### src/rtl/player_pkg.sv
// Shared constants and button decoding for the player mover.
// Optional diagonal movement is enabled by defining PLAYER_DIAGONAL_EN.
package player_pkg;

  localparam logic [1:0] ST_IDLE   = 2'd0;
  localparam logic [1:0] ST_FIRST  = 2'd1;
  localparam logic [1:0] ST_REPEAT = 2'd2;
  localparam logic [1:0] ST_DEAD   = 2'd3;

  localparam int unsigned DIR_U = 3;
  localparam int unsigned DIR_D = 2;
  localparam int unsigned DIR_R = 1;
  localparam int unsigned DIR_L = 0;
  localparam int unsigned DIR_W = 4;

  localparam int unsigned SCREEN_W_DFLT = 640;
  localparam int unsigned SCREEN_H_DFLT = 480;

  // A button pattern is actionable when exactly one direction (or one per axis) is pressed.
  function automatic logic btnValid(input logic [DIR_W-1:0] b);
    logic oneHot;
    oneHot = (b != 4'b0000) && ((b & (b - 4'd1)) == 4'b0000);
`ifdef PLAYER_DIAGONAL_EN
    return oneHot || ((b[DIR_U] ^ b[DIR_D]) && (b[DIR_R] ^ b[DIR_L]));
`else
    return oneHot;
`endif
  endfunction

endpackage

### src/rtl/player_mover_if.sv
// Control and position bus between the game logic and one player mover.
interface player_mover_if
  import player_pkg::*;
#(
  parameter int unsigned POS_W = 12
);
  logic             playerDisable;
  logic [DIR_W-1:0] dirEnable;
  logic [DIR_W-1:0] btns;
  logic             respawn;
  logic [POS_W-1:0] hStartPos;
  logic [POS_W-1:0] vStartPos;
  logic [POS_W-1:0] objWidth;
  logic [POS_W-1:0] objHeight;
  logic [POS_W-1:0] hPos;
  logic [POS_W-1:0] vPos;
  logic             moved;
  logic             player_dead;
  logic             is_dead;
  logic [1:0]       state;

  modport master (
    output playerDisable, dirEnable, btns, respawn,
           hStartPos, vStartPos, objWidth, objHeight,
    input  hPos, vPos, moved, player_dead, is_dead, state
  );

  modport slave (
    input  playerDisable, dirEnable, btns, respawn,
           hStartPos, vStartPos, objWidth, objHeight,
    output hPos, vPos, moved, player_dead, is_dead, state
  );
endinterface

### src/rtl/player_mover_axis_stepper.sv
// Next position along one axis for a single step, with wrap or clamp at the screen edge.
module axis_stepper #(
  parameter int unsigned POS_W     = 12,
  parameter int unsigned STEP      = 12,
  parameter int unsigned WRAP_MODE = 1
) (
  input  logic [POS_W-1:0] cur,
  input  logic [POS_W-1:0] size,
  input  logic [POS_W-1:0] limit,
  input  logic             dec,
  input  logic             inc,
  input  logic             en,
  output logic [POS_W-1:0] nextPos_c
);
  localparam int unsigned EXT_W = POS_W + 1;

  logic [EXT_W-1:0] curX;
  logic [EXT_W-1:0] maxX;
  logic [EXT_W-1:0] stepX;
  logic [EXT_W-1:0] sumX;

  assign curX  = {1'b0, cur};
  assign maxX  = {1'b0, limit} - {1'b0, size};
  assign stepX = EXT_W'(STEP);
  assign sumX  = curX + stepX;

  always_comb begin
    nextPos_c = cur;
    if (en && dec) begin
      if (curX >= stepX) nextPos_c = POS_W'(curX - stepX);
      else               nextPos_c = (WRAP_MODE != 0) ? POS_W'(maxX) : '0;
    end else if (en && inc) begin
      if (sumX <= maxX)  nextPos_c = POS_W'(sumX);
      else               nextPos_c = (WRAP_MODE != 0) ? '0 : POS_W'(maxX);
    end
  end
endmodule

### src/rtl/player_mover.sv
// Steps one player rectangle on button input with hold-to-repeat and a death/respawn FSM.
// Diagonal presses are accepted when PLAYER_DIAGONAL_EN is defined (see player_pkg).
module player_mover
  import player_pkg::*;
#(
  parameter int unsigned POS_W       = 12,
  parameter int unsigned SCREEN_W    = SCREEN_W_DFLT,
  parameter int unsigned SCREEN_H    = SCREEN_H_DFLT,
  parameter int unsigned STEP        = 12,
  parameter int unsigned WRAP_MODE   = 1,
  parameter int unsigned REPEAT_DLY  = 8,
  parameter int unsigned REPEAT_RATE = 4,
  parameter int unsigned CNT_W       = 8
) (
  input logic           btnClk,
  input logic           rst,
  player_mover_if.slave bus
);
  logic [1:0]       stateQ, stateD;
  logic [CNT_W-1:0] cntQ, cntD;
  logic [DIR_W-1:0] heldQ, heldD;
  logic [POS_W-1:0] hPosQ, hPosD, vPosQ, vPosD;
  logic             movedQ, movedD;
  logic             deadPulseQ, deadPulseD;
  logic             isDeadQ, isDeadD;
  logic             doStep;
  logic [POS_W-1:0] hStep_c, vStep_c;
  logic             hEn_c, vEn_c;

  // Per-axis permission follows whichever direction on that axis is pressed.
  assign hEn_c = bus.btns[DIR_L] ? bus.dirEnable[DIR_L] : bus.dirEnable[DIR_R];
  assign vEn_c = bus.btns[DIR_U] ? bus.dirEnable[DIR_U] : bus.dirEnable[DIR_D];

  axis_stepper #(.POS_W(POS_W), .STEP(STEP), .WRAP_MODE(WRAP_MODE)) xStep (
    .cur(hPosQ), .size(bus.objWidth), .limit(POS_W'(SCREEN_W)),
    .dec(bus.btns[DIR_L]), .inc(bus.btns[DIR_R]), .en(hEn_c), .nextPos_c(hStep_c)
  );

  axis_stepper #(.POS_W(POS_W), .STEP(STEP), .WRAP_MODE(WRAP_MODE)) yStep (
    .cur(vPosQ), .size(bus.objHeight), .limit(POS_W'(SCREEN_H)),
    .dec(bus.btns[DIR_U]), .inc(bus.btns[DIR_D]), .en(vEn_c), .nextPos_c(vStep_c)
  );

  always_ff @(posedge btnClk) begin
    if (!rst) begin
      stateQ     <= ST_IDLE;
      cntQ       <= '0;
      heldQ      <= '0;
      hPosQ      <= bus.hStartPos;
      vPosQ      <= bus.vStartPos;
      movedQ     <= 1'b0;
      deadPulseQ <= 1'b0;
      isDeadQ    <= 1'b0;
    end else begin
      stateQ     <= stateD;
      cntQ       <= cntD;
      heldQ      <= heldD;
      hPosQ      <= hPosD;
      vPosQ      <= vPosD;
      movedQ     <= movedD;
      deadPulseQ <= deadPulseD;
      isDeadQ    <= isDeadD;
    end
  end

  // Death has priority over stepping; a disabled player is frozen entirely.
  always_comb begin
    stateD     = stateQ;
    cntD       = cntQ;
    heldD      = heldQ;
    hPosD      = hPosQ;
    vPosD      = vPosQ;
    deadPulseD = 1'b0;
    isDeadD    = isDeadQ;
    doStep     = 1'b0;

    if (!bus.playerDisable) begin
      if (stateQ == ST_DEAD) begin
        if (bus.respawn) begin
          stateD  = ST_IDLE;
          cntD    = '0;
          hPosD   = bus.hStartPos;
          vPosD   = bus.vStartPos;
          isDeadD = 1'b0;
        end
      end else if (bus.dirEnable == 4'b0000) begin
        stateD     = ST_DEAD;
        cntD       = '0;
        deadPulseD = 1'b1;
        isDeadD    = 1'b1;
      end else begin
        case (stateQ)
          ST_IDLE: begin
            if (btnValid(bus.btns)) begin
              doStep = 1'b1;
              cntD   = '0;
              heldD  = bus.btns;
              stateD = ST_FIRST;
            end
          end
          ST_FIRST: begin
            if (bus.btns != heldQ) begin
              stateD = ST_IDLE;
            end else if (cntQ == CNT_W'(REPEAT_DLY - 1)) begin
              doStep = 1'b1;
              cntD   = '0;
              stateD = ST_REPEAT;
            end else begin
              cntD = cntQ + CNT_W'(1);
            end
          end
          ST_REPEAT: begin
            if (bus.btns != heldQ) begin
              stateD = ST_IDLE;
            end else if (cntQ == CNT_W'(REPEAT_RATE - 1)) begin
              doStep = 1'b1;
              cntD   = '0;
            end else begin
              cntD = cntQ + CNT_W'(1);
            end
          end
          default: ;
        endcase
      end
    end

    if (doStep) begin
      hPosD = hStep_c;
      vPosD = vStep_c;
    end
    movedD = (hPosD != hPosQ) || (vPosD != vPosQ);
  end

  assign bus.hPos        = hPosQ;
  assign bus.vPos        = vPosQ;
  assign bus.moved       = movedQ;
  assign bus.player_dead = deadPulseQ;
  assign bus.is_dead     = isDeadQ;
  assign bus.state       = stateQ;
endmodule

### src/flat_wrapper.sv
// flat-port wrapper written by rule: the top's interface ports become plain ports
module player_mover_flat import player_pkg::*;
#(
  parameter int unsigned POS_W       = 12,
  parameter int unsigned SCREEN_W    = SCREEN_W_DFLT,
  parameter int unsigned SCREEN_H    = SCREEN_H_DFLT,
  parameter int unsigned STEP        = 12,
  parameter int unsigned WRAP_MODE   = 1,
  parameter int unsigned REPEAT_DLY  = 8,
  parameter int unsigned REPEAT_RATE = 4,
  parameter int unsigned CNT_W       = 8
)
  (btnClk, rst, bus_playerDisable, bus_dirEnable, bus_btns, bus_respawn, bus_hStartPos, bus_vStartPos, bus_objWidth, bus_objHeight, bus_hPos, bus_vPos, bus_moved, bus_player_dead, bus_is_dead, bus_state);
  player_mover_if #(.POS_W(POS_W)) bus_i ();
  input logic btnClk;
  input logic rst;
  input wire logic [$bits(bus_i.playerDisable)-1:0] bus_playerDisable;
  input wire logic [$bits(bus_i.dirEnable)-1:0] bus_dirEnable;
  input wire logic [$bits(bus_i.btns)-1:0] bus_btns;
  input wire logic [$bits(bus_i.respawn)-1:0] bus_respawn;
  input wire logic [$bits(bus_i.hStartPos)-1:0] bus_hStartPos;
  input wire logic [$bits(bus_i.vStartPos)-1:0] bus_vStartPos;
  input wire logic [$bits(bus_i.objWidth)-1:0] bus_objWidth;
  input wire logic [$bits(bus_i.objHeight)-1:0] bus_objHeight;
  output wire logic [$bits(bus_i.hPos)-1:0] bus_hPos;
  output wire logic [$bits(bus_i.vPos)-1:0] bus_vPos;
  output wire logic [$bits(bus_i.moved)-1:0] bus_moved;
  output wire logic [$bits(bus_i.player_dead)-1:0] bus_player_dead;
  output wire logic [$bits(bus_i.is_dead)-1:0] bus_is_dead;
  output wire logic [$bits(bus_i.state)-1:0] bus_state;
  assign bus_i.playerDisable = bus_playerDisable;
  assign bus_i.dirEnable = bus_dirEnable;
  assign bus_i.btns = bus_btns;
  assign bus_i.respawn = bus_respawn;
  assign bus_i.hStartPos = bus_hStartPos;
  assign bus_i.vStartPos = bus_vStartPos;
  assign bus_i.objWidth = bus_objWidth;
  assign bus_i.objHeight = bus_objHeight;
  assign bus_hPos = bus_i.hPos;
  assign bus_vPos = bus_i.vPos;
  assign bus_moved = bus_i.moved;
  assign bus_player_dead = bus_i.player_dead;
  assign bus_is_dead = bus_i.is_dead;
  assign bus_state = bus_i.state;
  player_mover #(.POS_W(POS_W), .SCREEN_W(SCREEN_W), .SCREEN_H(SCREEN_H), .STEP(STEP), .WRAP_MODE(WRAP_MODE), .REPEAT_DLY(REPEAT_DLY), .REPEAT_RATE(REPEAT_RATE), .CNT_W(CNT_W)) u_core (.btnClk(btnClk), .rst(rst), .bus(bus_i));
endmodule
### config.mk
export PLATFORM = sky130hd
export DESIGN_NAME = player_mover_flat
export DESIGN_NICKNAME = d
export VERILOG_FILES = /design/src/rtl/player_pkg.sv /design/src/rtl/player_mover_if.sv /design/src/rtl/player_mover_axis_stepper.sv /design/src/rtl/player_mover.sv /design/src/flat_wrapper.sv
export SDC_FILE = /design/constraint.sdc
export NUM_CORES = 1
export LEC_CHECK = 0
export ABC_AREA = 0
export CAP_MARGIN = 0
export CORE_UTILIZATION = 51
export DETAILED_ROUTE_END_ITERATION = 10
export GPL_ROUTABILITY_DRIVEN = 0
export PLACE_DENSITY = 0.75
export SYNTH_ARGS = -nofsm -noshare
export SYNTH_HDL_FRONTEND = slang
export SYNTH_SLANG_ARGS = --single-unit
### constraint.sdc
create_clock -name btnClk -period 4.4 [get_ports btnClk]
set_input_delay 0.88 -clock btnClk [delete_from_list [all_inputs] [get_ports btnClk]]
set_output_delay 0.88 -clock btnClk [all_outputs]
set_load 0.02 [all_outputs]
==> impl_metrics.ini <==
[yosys]
yosysUniqueCellTypes = 82
synth_warnings = 0
syn_area_per_cell_sq_um = 6.90
syn_nets = 919
synth_area_sq_um = 5670
synth_top_area_share_pct = 14.5
ys_async_sr_fraction_pct = 0
synth-seq-cells = 41
synth_top_cell_by_area = dfxtp_1
synthMuxAreaShare_pct = 1.70
synth_area_leaders = dfxtp_1 14%, ha_1 8.2%, nand2_1 6.8%
synthSimpleGateAreaFrac_pct = 28.8
synth_top_family_by_area = compound AO/OA/AOI/OAI gates
synth-seq-area-share_pct = 14.5
netlist_instances = 822
synth_compound_gate_area_share_pct = 30.2
synth_edf_count = 0
ys.flop_type = dfxtp_1
synth_xor_area_share_pct = 10.2
yosys.area_share.adder_pct = 8.16

[critical_path]
critical_path.max_fanout = 3
cp-startpoint = bus_objHeight[6]
rr_worst_depth = 15
endpoint = u_core.bus.moved
required_ns = 4.63
worstSetupEndpointType = register
arrival_ns = 4.53
worstSetupPathType = in -> reg
startpoint_type = input port
reg2reg_slack_ns = 0.18
r2r_end = u_core.bus.moved
worstReg2RegStart = u_core.bus.vPos[4]

[drt]
drtIter0Drc = 952
viasPerCell = 6.73
vias = 7638
first_pass_iters = 8
wl_um = 22600
postRouteAntennaNets = 0
routedWlPerCell_um = 19.9
drc_errors = 0

[final_layout]
layout.nets = 1091
diodes = 0
area_growth_pct = 39.9
utilization_pct = 73.2
num-fill-cells = 858
drive_gt1_share_pct = 21.6

[worst_hold_path]
hold_path_class = reg -> reg
hp-start = u_core.heldQ[3]

[status]
status = finished, final reports clean

[power]
power_density_nw_per_um2 = 218
p_leak_nw = 3.10
ir_worst_vdd_uv = 166
power_mw = 1.73

[timing]
max-slew-margin-rel_pct = 24.3
setup-violations-final = 0
tightest_slew_ns = 1.11
fin_crit_sh_pct = 97.7
skew_ns = 0.0137
slew_viol_final = 0
min_period_ns = 4.30
hold_viol_final = 0
fmax_mhz = 233

[clock_tree]
clockBufferDepth = 2
clockRootBuffer = clkbuf_8
cts_htree_levels = 2
clk_transition_reported_paths_ns = 0.10
numCtsBuffers = 5
clk-insertion-delay-late_ns = 0.33
cts_tree = built
cts_sinks = 41

[floorplanning]
ios = 89
die_w_um = 107
die-area_sq_um = 11500
num_rows = 38
fp.coreArea_sq_um = 10800
initial_utilization_pct = 52.3
die_y_um = 107

[placement]
dpl.hpwl_um = 16600
io_buffers = 88

[global_route]
grt_pass1_vias = 7164
grt_use_total_pct = 38.4
grt_pass1_wl_um = 35000
antenna_found_initial = 0
grt_start_max_net_pins = 30
overflow = 0

[job]
max_cap_violations = 0
how the worst min path moves through the flow:
stage	endpoint	cells past startpoint	slack, ns
2_1_floorplan	u_core.heldQ[0]	2	0.46
3_3_place_gp	u_core.heldQ[1]	2	0.46
3_5_place_dp	u_core.heldQ[3]	2	0.47
4_1_cts	u_core.heldQ[3]	2	0.48
5_1_grt	u_core.heldQ[0]	2	0.50
6_report	u_core.heldQ[3]	2	0.48
layer usage:
layer / vias to the layer above / routed length, um / global-route usage (%) / share of wire [%]
li1: 3393 / - / - / -
met1: 3508 / 8650 / 47.9 / 38
met2: 590 / 9990 / 60.5 / 44
met3: 147 / 2860 / 11.5 / 13
met4: 0 / 1150 / 17.7 / 5.1
met5: - / 0 / 0 / 0
power by group:
part           switching (mW)  total [mW]  internal (mW)  leakage (nW)
combinational           0.536       0.979          0.443          2.71
clock                   0.170       0.290          0.120        0.0511
sequential             0.0590       0.460          0.401         0.340
total                   0.765        1.73          0.964          3.10
cells in the mapped netlist, types with 7 or more instances:
cell	count
nor3_1	24
xor2_1	28
nand2_1	103
a311oi_1	7
o21ai_0	52
a31oi_1	13
and3_1	10
nor2b_1	7
o31ai_1	8
o2111ai_1	10
nand4_1	14
xnor2_1	36
and2_1	8
a21oi_1	63
clkbuf_1	41
nor4_1	10
ha_1	37
nand2b_1	9
nor2_1	75
o21a_1	9
inv_1	30
dfxtp_1	41
o211ai_1	7
nand3_1	32
a21boi_0	11
o22ai_1	8
cell families (layout without fill, tap and decap cells):
group                    count (synthesis)  count (layout)
flip-flops                              41              41
AND/OR/NAND/NOR                        329             329
AO/OA/AOI/OAI                          255             255
adder cells (fa/ha/maj)                 37              37
multiplexers                             9               9
XOR/XNOR                                65              65
buffers and inverters                   86             259
worst max-delay path, stage by stage:
cell	delay [ns]
clkdlybuf4s50_1	0.48
nand4_1	0.10
a21oi_2	0.16
buf_4	0.15
nor3_2	0.04
or2_4	0.24
ha_4	0.27
nand4_1	0.15
or4_4	0.55
buf_12	0.15
nand3_4	0.09
o221a_4	0.21
o32ai_2	0.07
a2111o_1	0.44
nor4_4	0.18
nand4_1	0.12
o31a_1	0.25
layout make-up:
cell class	count	area (sq um)	share of cell area, %
Multi-Input combinational cell	695	4840	61.0
Inverter	32	120	1.51
Tap cell	140	175	2.21
Clock buffer	5	68.8	0.867
Clock inverter	3	28.8	0.363
Timing Repair Buffer	219	1880	23.7
Sequential cell	41	823	10.4
repair_timing:
item                                    CTS  global route
endpoints found under the setup margin    4             3
buffers inserted                         19             4
pin swaps                                36            30
hold buffers                              0             0
gates resized for setup                  68            29
cloned                                    0             0
metrics by stage:
stage	worst slack (ns)	setup TNS, ns	hold WS [ns]	instances	cell area (sq um)
2_1_floorplan	0.0413	0	0.455	822	5690
3_3_place_gp	-0.627	-1.91	0.464	1106	7340
3_5_place_dp	-0.748	-4.25	0.470	1106	7340
4_1_cts	0.00701	0	0.482	1131	7780
5_1_grt	-0.0631	-0.0631	0.504	1135	7940
6_report	0.102	0	0.481	1135	7940
sequential cells by signal (all words and copies together), names as in the netlist:
| name | count |
|---|---|
| u_core.bus.hPos | 12 |
| u_core.bus.vPos | 12 |
| u_core.cntQ | 8 |
| u_core.heldQ | 4 |
| u_core.bus.state | 2 |
| u_core.bus.is_dead | 1 |
| u_core.bus.moved | 1 |
| u_core.bus.player_dead | 1 |
cell usage in the layout, fill, tap and decap left out, types with 14 or more instances in the layout:
master           instances
nor2_1                  73
nor3_1                  19
inv_1                   28
dfxtp_1                 39
nand4_1                 14
a21oi_1                 60
xor2_1                  26
o21ai_0                 50
clkdlybuf4s50_1         72
nand3_1                 30
nand2_1                101
xnor2_1                 35
buf_4                  127
ha_1                    34
Note: power is estimated with default switching activity, not from simulation.
